## src/rtl/lcd_cmd_seq_if.sv

```systemverilog
// Command handshake between the sequencer and the LCD image controller.
// The sequencer drives cmd/cmd_valid; the controller answers with busy/done.
interface lcd_cmd_seq_if;
    logic [2:0] cmd;
    logic       cmd_valid;
    logic       busy;
    logic       done;

    modport master (
        output cmd,
        output cmd_valid,
        input  busy,
        input  done
    );

    modport slave (
        input  cmd,
        input  cmd_valid,
        output busy,
        output done
    );
endinterface

```

## src/rtl/lcd_cmd_seq.sv

```systemverilog
// Script-driven command sequencer for the LCD image controller.
// The host loads a short list of 3-bit command codes, pulses start, and the
// sequencer paces them out over the controller handshake until a write (0)
// has been issued and the controller reports done.
//
// state      | meaning
// -----------+-------------------------------------------------------------
// IDLE       | no run in progress; script may be written, start is accepted
// WAIT_READY | next command pending; issued once busy is sampled low
// WAIT_ACK   | command strobed; waiting for busy to rise or the ack timeout
// WAIT_DONE  | write issued; waiting for the controller's done
module lcd_cmd_seq #(
    parameter int DEPTH  = 16,
    parameter int AW     = 4,
    parameter int ACK_TO = 8
) (
    input  logic          clk,
    input  logic          reset,
    input  logic          start,
    input  logic          prog_we,
    input  logic [AW-1:0] prog_addr,
    input  logic [2:0]    prog_data,
    lcd_cmd_seq_if.master ctrl,
    output logic          seq_busy,
    output logic          seq_done,
    output logic [4:0]    cmd_count
);

    // The ack timer counts down from ACK_TO-1; expiry is the terminal count 0.
    localparam int TW = (ACK_TO > 1) ? $clog2(ACK_TO) : 1;
    localparam logic [TW-1:0] ACK_LAST = TW'(ACK_TO - 1);

    typedef enum logic [1:0] {
        IDLE       = 2'd0,
        WAIT_READY = 2'd1,
        WAIT_ACK   = 2'd2,
        WAIT_DONE  = 2'd3
    } state_t;

    state_t        state, state_nxt;
    logic [AW:0]   ptr, ptr_nxt;
    logic [2:0]    cmd_q, cmd_nxt;
    logic          cmd_valid_q, cmd_valid_nxt;
    logic          seq_busy_q, seq_busy_nxt;
    logic          seq_done_q, seq_done_nxt;
    logic [4:0]    count_q, count_nxt;
    logic [TW-1:0] timer, timer_nxt;
    logic [2:0]    fetch;

    logic [2:0]    mem [DEPTH];

    // Script storage: host writes only land while no run is in progress; no reset.
    always_ff @(posedge clk) begin
        if (prog_we && !seq_busy_q) begin
            mem[prog_addr] <= prog_data;
        end
    end

    // Running past the last entry without meeting a write forces an implicit write.
    assign fetch = ptr[AW] ? 3'd0 : mem[ptr[AW-1:0]];

    // State and registered outputs.
    always_ff @(posedge clk) begin
        if (reset) begin
            state       <= IDLE;
            ptr         <= '0;
            cmd_q       <= 3'd0;
            cmd_valid_q <= 1'b0;
            seq_busy_q  <= 1'b0;
            seq_done_q  <= 1'b0;
            count_q     <= 5'd0;
            timer       <= '0;
        end else begin
            state       <= state_nxt;
            ptr         <= ptr_nxt;
            cmd_q       <= cmd_nxt;
            cmd_valid_q <= cmd_valid_nxt;
            seq_busy_q  <= seq_busy_nxt;
            seq_done_q  <= seq_done_nxt;
            count_q     <= count_nxt;
            timer       <= timer_nxt;
        end
    end

    // Next-state and next-output decode.
    always_comb begin
        state_nxt     = state;
        ptr_nxt       = ptr;
        cmd_nxt       = cmd_q;
        cmd_valid_nxt = 1'b0;
        seq_busy_nxt  = seq_busy_q;
        seq_done_nxt  = seq_done_q;
        count_nxt     = count_q;
        timer_nxt     = timer;

        unique case (state)
            IDLE: begin
                if (start) begin
                    state_nxt    = WAIT_READY;
                    seq_busy_nxt = 1'b1;
                    seq_done_nxt = 1'b0;
                    ptr_nxt      = '0;
                    count_nxt    = 5'd0;
                end
            end

            WAIT_READY: begin
                if (!ctrl.busy) begin
                    state_nxt     = WAIT_ACK;
                    cmd_nxt       = fetch;
                    cmd_valid_nxt = 1'b1;
                    count_nxt     = (count_q == 5'd31) ? count_q : count_q + 5'd1;
                    timer_nxt     = ACK_LAST;
                end
            end

            WAIT_ACK: begin
                if (ctrl.busy || (timer == '0)) begin
                    if (cmd_q == 3'd0) begin
                        state_nxt = WAIT_DONE;
                    end else begin
                        state_nxt = WAIT_READY;
                        ptr_nxt   = ptr + {{AW{1'b0}}, 1'b1};
                    end
                end else begin
                    timer_nxt = timer - TW'(1);
                end
            end

            WAIT_DONE: begin
                if (ctrl.done) begin
                    state_nxt    = IDLE;
                    seq_busy_nxt = 1'b0;
                    seq_done_nxt = 1'b1;
                end
            end

            default: begin
                state_nxt = IDLE;
            end
        endcase
    end

    assign ctrl.cmd       = cmd_q;
    assign ctrl.cmd_valid = cmd_valid_q;
    assign seq_busy       = seq_busy_q;
    assign seq_done       = seq_done_q;
    assign cmd_count      = count_q;

endmodule

```

## src/flat_wrapper.sv

```systemverilog
// flat-port wrapper written by rule: the top's interface ports become plain ports
module lcd_cmd_seq_flat 
#(
    parameter int DEPTH  = 16,
    parameter int AW     = 4,
    parameter int ACK_TO = 8
)
  (clk, reset, start, prog_we, prog_addr, prog_data, seq_busy, seq_done, cmd_count, ctrl_cmd, ctrl_cmd_valid, ctrl_busy, ctrl_done);
  lcd_cmd_seq_if ctrl_i ();
  input  logic clk;
  input  logic reset;
  input  logic start;
  input  logic prog_we;
  input  logic [AW-1:0] prog_addr;
  input  logic [2:0] prog_data;
  output logic seq_busy;
  output logic seq_done;
  output logic [4:0] cmd_count;
  output wire logic [$bits(ctrl_i.cmd)-1:0] ctrl_cmd;
  output wire logic [$bits(ctrl_i.cmd_valid)-1:0] ctrl_cmd_valid;
  input wire logic [$bits(ctrl_i.busy)-1:0] ctrl_busy;
  input wire logic [$bits(ctrl_i.done)-1:0] ctrl_done;
  assign ctrl_cmd = ctrl_i.cmd;
  assign ctrl_cmd_valid = ctrl_i.cmd_valid;
  assign ctrl_i.busy = ctrl_busy;
  assign ctrl_i.done = ctrl_done;
  lcd_cmd_seq #(.DEPTH(DEPTH), .AW(AW), .ACK_TO(ACK_TO)) u_core (.clk(clk), .reset(reset), .start(start), .prog_we(prog_we), .prog_addr(prog_addr), .prog_data(prog_data), .ctrl(ctrl_i), .seq_busy(seq_busy), .seq_done(seq_done), .cmd_count(cmd_count));
endmodule
```

## config.mk

```make
export PLATFORM = sky130hd
export DESIGN_NAME = lcd_cmd_seq_flat
export DESIGN_NICKNAME = d
export VERILOG_FILES = /design/src/rtl/lcd_cmd_seq_if.sv /design/src/rtl/lcd_cmd_seq.sv /design/src/flat_wrapper.sv
export SDC_FILE = /design/constraint.sdc
export NUM_CORES = 1
export LEC_CHECK = 0
export ABC_CLOCK_PERIOD_IN_PS = 3700
export BUFFER_PORTS_ARGS = -buffer_cell sky130_fd_sc_hd__buf_2
export CORE_AREA = 4 4 96 107
export DETAILED_ROUTE_END_ITERATION = 6
export DIE_AREA = 0 0 100 111
export GPL_ROUTABILITY_DRIVEN = 0
export SYNTH_ARGS = -nofsm -noshare
export SYNTH_HDL_FRONTEND = slang
export SYNTH_SLANG_ARGS = --single-unit
```

## constraint.sdc

```tcl
create_clock -name clk -period 3.7 [get_ports clk]
set_clock_uncertainty 0.2 [all_clocks]
set_input_delay 0.37 -clock clk [delete_from_list [all_inputs] [get_ports clk]]
set_output_delay 0.37 -clock clk [all_outputs]
set_load 0.1 [all_outputs]
```

Word level (Yosys, flattened, before mapping)
Memory sizes are Yosys's and may differ from the RTL's. A register that Yosys moved wholly into a read port is not among the register bits.
Cells that the tools add are included.
Operators by class
  add/subtract/negate cells: 3
  eq/ne operators: 11
  multiplexer cells: 28
  bitwise logic cells: 2
  reduce and logical (&&, ||, !) cells: 17
Operators with widths (number)
  $mux 5: 5
  $pmux 5 s2: 2
  $ne 2x2->1 const B: 6
  $reduce_and 4->1: 3
  $add 5x1->5 const B: 2
  $mux 2: 5
  $mux 3: 3
  $mux 4: 2
  $pmux 2 s4: 1
  $reduce_bool 2->1: 4
  $mux 1: 7
  $logic_not 3->1: 2
  $pmux 3 s2: 1
  $reduce_and 3->1: 2
  $eq 5x5->1 const B: 1
  $eq 2x2->1 const B: 2
  $pmux 1 s2: 2
  $sub 3x1->3 const B: 1
  $eq 2x1->1 const B: 1
  $logic_not 2->1: 1
  $ne 2x1->1 const B: 1
  $not 1->1: 2
  $reduce_and 2->1: 1
  $reduce_or 2->1: 1
  3 further kinds: 3
Storage, ports and cells
  register bits: 21
  bits in writable memories: 48
  input bits: 13
  output and inout bits: 11
  word-level logic and storage cells: 70
  memories: 1
Memory list
  u_core.mem: depth 16, width 3, rd ports 1, clocked after Yosys merged registers in 1, wr ports 1, RTL line lcd_cmd_seq.sv:50  | logic [2:0] mem [DEPTH];

Depth between registers and ports, before layout
  depth in word-level cells: 6
  gate-level depth with buffers: 8
  depth with buffers taken out: 7

Worst setup path before layout
Ideal clock, no wire load.
  kind: reg-to-reg
  start: reg u_core.count_q[0] (netlist: u_core.cmd_count[0])
  end: reg u_core.count_q[0] (netlist: u_core.cmd_count[0])
  setup time: 128 ps
  arrival: 2254 ps
  required time: 3372 ps
  slack: 1119 ps
  cell stages (with the launch flop): 8
  cells stage by stage: dfxtp_1 -> ha_1 -> and3_1 -> ha_1 -> or3b_1 -> a21oi_2 -> mux2i_1 -> nor2_1
On the way
  word-level cells in the longest chain between the ends: 4
RTL lines
  start: declaration: RTL line lcd_cmd_seq.sv:46  | logic [4:0] count_q, count_nxt;
  start signal: assignment: RTL line lcd_cmd_seq.sv:80  | count_q <= count_nxt;
  $add 5x1->5: RTL line lcd_cmd_seq.sv:112  | count_nxt = (count_q == 5'd31) ? count_q : count_q + 5'd1;
  $mux 5: RTL line lcd_cmd_seq.sv:112
  $mux 5: RTL line lcd_cmd_seq.sv:108  | if (!ctrl.busy) begin
  $pmux 5 s2: RTL line lcd_cmd_seq.sv:96  | unique case (state)
Several ways; a longest one is shown, not always the timed one. The select of a mux whose other input is x is not followed.
A chain may end at the register's enable or synchronous reset.

Worst setup path in the final report
Ends and elaborated chain as after synthesis.

==> flow_summary.ini <==
[die]
io_pins = 24
die_h_um = 111
row_count = 37
initial_utilization_pct = 34.1
die_width_um = 100
die_area_um2 = 11100
core_area_um2 = 9210

[clock_tree]
clk_pin_slew_ns = 0.09
cts.sinks = 73
cts_made_buffers = 9
cts_max_level = 3
post-cts-setup-buffer-count = 0
root_buffer = clkbuf_8
cts_tree = done
cts-resized-gates = 0
hold_buffers = 0
clkLatencyLatePin_ns = 0.35
cts_buffer_depth = 2

[detailed_routing]
remaining_drc_errors = 0
wl_um = 5820
drt-wirelength-per-cell_um = 15.5
drtIter0Drc = 43
vias = 1830
drtPass1Iterations = 4
routed_via_density = 4.88
antenna_left = 0

[worst_setup_path]
r2r_end = u_core.cmd_count[0]
crit_type = flip-flop to flip-flop
critical_path_arrival_ns = 2.19
cp-end-kind = flip-flop
r2r_start = u_core.cmd_count[0]
cp_max_fo = 5
rrSetupSlack_ns = 1.55
reg2reg_depth = 7
cp.required_ns = 3.73
start_kind = flip-flop

[finish]
seq_area_um2 = 1940
multi_input_area_um2 = 1110
drive_gt1_share_pct = 22.9
nFillCells = 881
area_delta_synth_final_pct = 12.5
nets = 271
n_antenna_cell = 0
post-route-util_pct = 38.3
stdcell_area_um2 = 3530

[global_route]
grt_use_total_pct = 11.7
grt_max_degree = 22
grt_pass1_vias = 1906
grt_overflow = 0
grt_pass1_wl_um = 10100
grt_antenna_before_repair = 0

[job]
cap_violations = 0

[sta]
timing.fmax_mhz = 464
fin_crit_sh_pct = 58.2
worst_pin_slew_ns = 0.635
drv_slew = 0
min_period_ns = 2.15
worst_slew_margin_rel_pct = 57.3
rsz0062_at_grt = no
setup-tns-final_ns = 0
finalHoldViolCount = 0
setup_ws_ns = 1.55
setup_viol = 0

[place]
dpl-instance-area_um2 = 3340
dpl.hpwl_um = 4180
dp_slack_ns = 1.55
port_buffers = 23

[synthesis]
synth_seq_area_share_pct = 61.9
synth_edf_count = 48
synth_fp_nets = 247
syn_inst = 229
avgSynthCellArea_um2 = 13.7
async_flop_share_pct = 0
synth_warnings = 0
synth_seq_cells = 73
ys.flop_type = edfxtp_1
syn_area_um2 = 3140
ys_types = 44

[min_path]
min_path_type = input port to flip-flop
holdPathStages = 3
hold_path_startpoint = ctrl_done
whs_endpoint = u_core.state[1]

[pwr]
vdd.ir_drop.worst_v = 0.000214
p_leak_uw = 0.00117
power_density_nw_per_um2 = 496

[status]
status = completed
-- layout by cell type, fill, tap and decap left out, drive strengths merged, types with 5 or more instances in the layout --
cell type / instances
buf: 23
nand2: 10
dfxtp: 25
mux4: 12
a21oi: 11
nor4: 5
ha: 5
edfxtp: 48
inv: 10
clkbuf: 9
nor2: 26
nand2b: 10
nor3: 5
mux2i: 15
-- cells in the mapped netlist, types with 2 or more instances --
master | count | share of area (%)
a21oi_1 | 10 | 1.6
nor3_1 | 5 | 0.80
o21ai_0 | 3 | 0.48
mux4_2 | 12 | 8.6
a311oi_1 | 2 | 0.56
and2_1 | 2 | 0.40
or3b_2 | 2 | 0.56
inv_1 | 7 | 0.84
edfxtp_1 | 48 | 46
buf_6 | 2 | 0.72
xnor2_1 | 2 | 0.56
clkbuf_1 | 4 | 0.48
nor2_1 | 26 | 3.1
nand2b_1 | 9 | 1.8
a22o_1 | 3 | 0.84
a21o_1 | 2 | 0.48
dfxtp_1 | 25 | 16
ha_1 | 5 | 2.0
mux2i_1 | 15 | 4.8
buf_2 | 3 | 0.48
or3_1 | 4 | 0.80
nor2b_1 | 3 | 0.60
a211oi_1 | 3 | 0.72
nor4_1 | 3 | 0.60
nand2_1 | 10 | 1.2
-- layer usage --
layer / vias up / global-route usage (%) / routed length, um / share of wire [%]
li1: 915 / - / - / -
met1: 868 / 15.8 / 2790 / 48
met2: 36 / 17.6 / 2670 / 46
met3: 11 / 3.78 / 254 / 4.4
met4: 0 / 4.04 / 96 / 1.7
met5: - / 0 / 0 / 0
-- worst max-delay path by stage --
stage / startpoint / end / slack (ns) / cells past startpoint
detailed placement: u_core.cmd_count[0] / u_core.cmd_count[4] / 1.55 / 7
global route: u_core.state[1] / flip-flop / 1.37 / 4
CTS: u_core.cmd_count[0] / u_core.cmd_count[4] / 1.54 / 7
finish: u_core.cmd_count[0] / u_core.cmd_count[0] / 1.55 / 7
floorplan: u_core.cmd_count[0] / u_core.cmd_count[0] / 1.12 / 7
global placement: u_core.cmd_count[0] / u_core.cmd_count[1] / 1.58 / 7
-- layout make-up --
class / count / share of cell area, %
Clock inverter: 7 / 1.77
Timing Repair Buffer: 23 / 3.26
Sequential cell: 73 / 55.0
Multi-Input combinational cell: 139 / 31.6
Inverter: 7 / 0.744
Tap cell: 117 / 4.15
Clock buffer: 9 / 3.51
-- where the power goes --
group / internal, uW / leakage [uW] / switching (uW) / total, uW
clock: 256 / 0.0000923 / 330 / 586
sequential: 893 / 0.000636 / 40.5 / 933
combinational: 78.3 / 0.000445 / 152 / 231
-- per-stage QoR --
stage                     instances  total power [uW]  hold slack (ns)
after floorplan                 229              1140            0.244
after global routing            375              1840            0.125
after CTS                       375              1770           0.0938
after detailed placement        359              1180            0.273
final                           375              1750            0.107
after global placement          359              1180            0.259
-- registers in the layout, indices dropped and copies added (netlist names), 2 cells and up, named ones only --
| name | cells |
|---|---|
| u_core.ptr | 5 |
| u_core.cmd_count | 5 |
| u_core.ctrl.cmd | 3 |
| u_core.mem | 48 |
| u_core.timer | 3 |
| u_core.state | 2 |
-- worst max-delay path, cell delays in order (launching register included) --
cell and delay (ns):
dfxtp_1 0.35, ha_1 0.22, and3_1 0.18, ha_1 0.16, or3b_1 0.40, a21oi_2 0.25
mux2i_1 0.21, nor2_1 0.05
-- cells by family (layout without fill, tap and decap cells) --
| logic type | count (synthesis) | in the layout | synth area share, % |
|---|---|---|---|
| and+or+nand+nor | 75 | 75 | 13.2 |
| DFF | 73 | 73 | 61.9 |
| AOI/OAI and AO/OA | 30 | 30 | 6.34 |
| muxes | 27 | 27 | 13.4 |
| buffers and inverters | 17 | 46 | 2.63 |
| adders and majority gates | 5 | 5 | 1.99 |
| xor gates and xnor gates | 2 | 2 | 0.558 |
No activity file was read; power rests on OpenSTA's default activity.
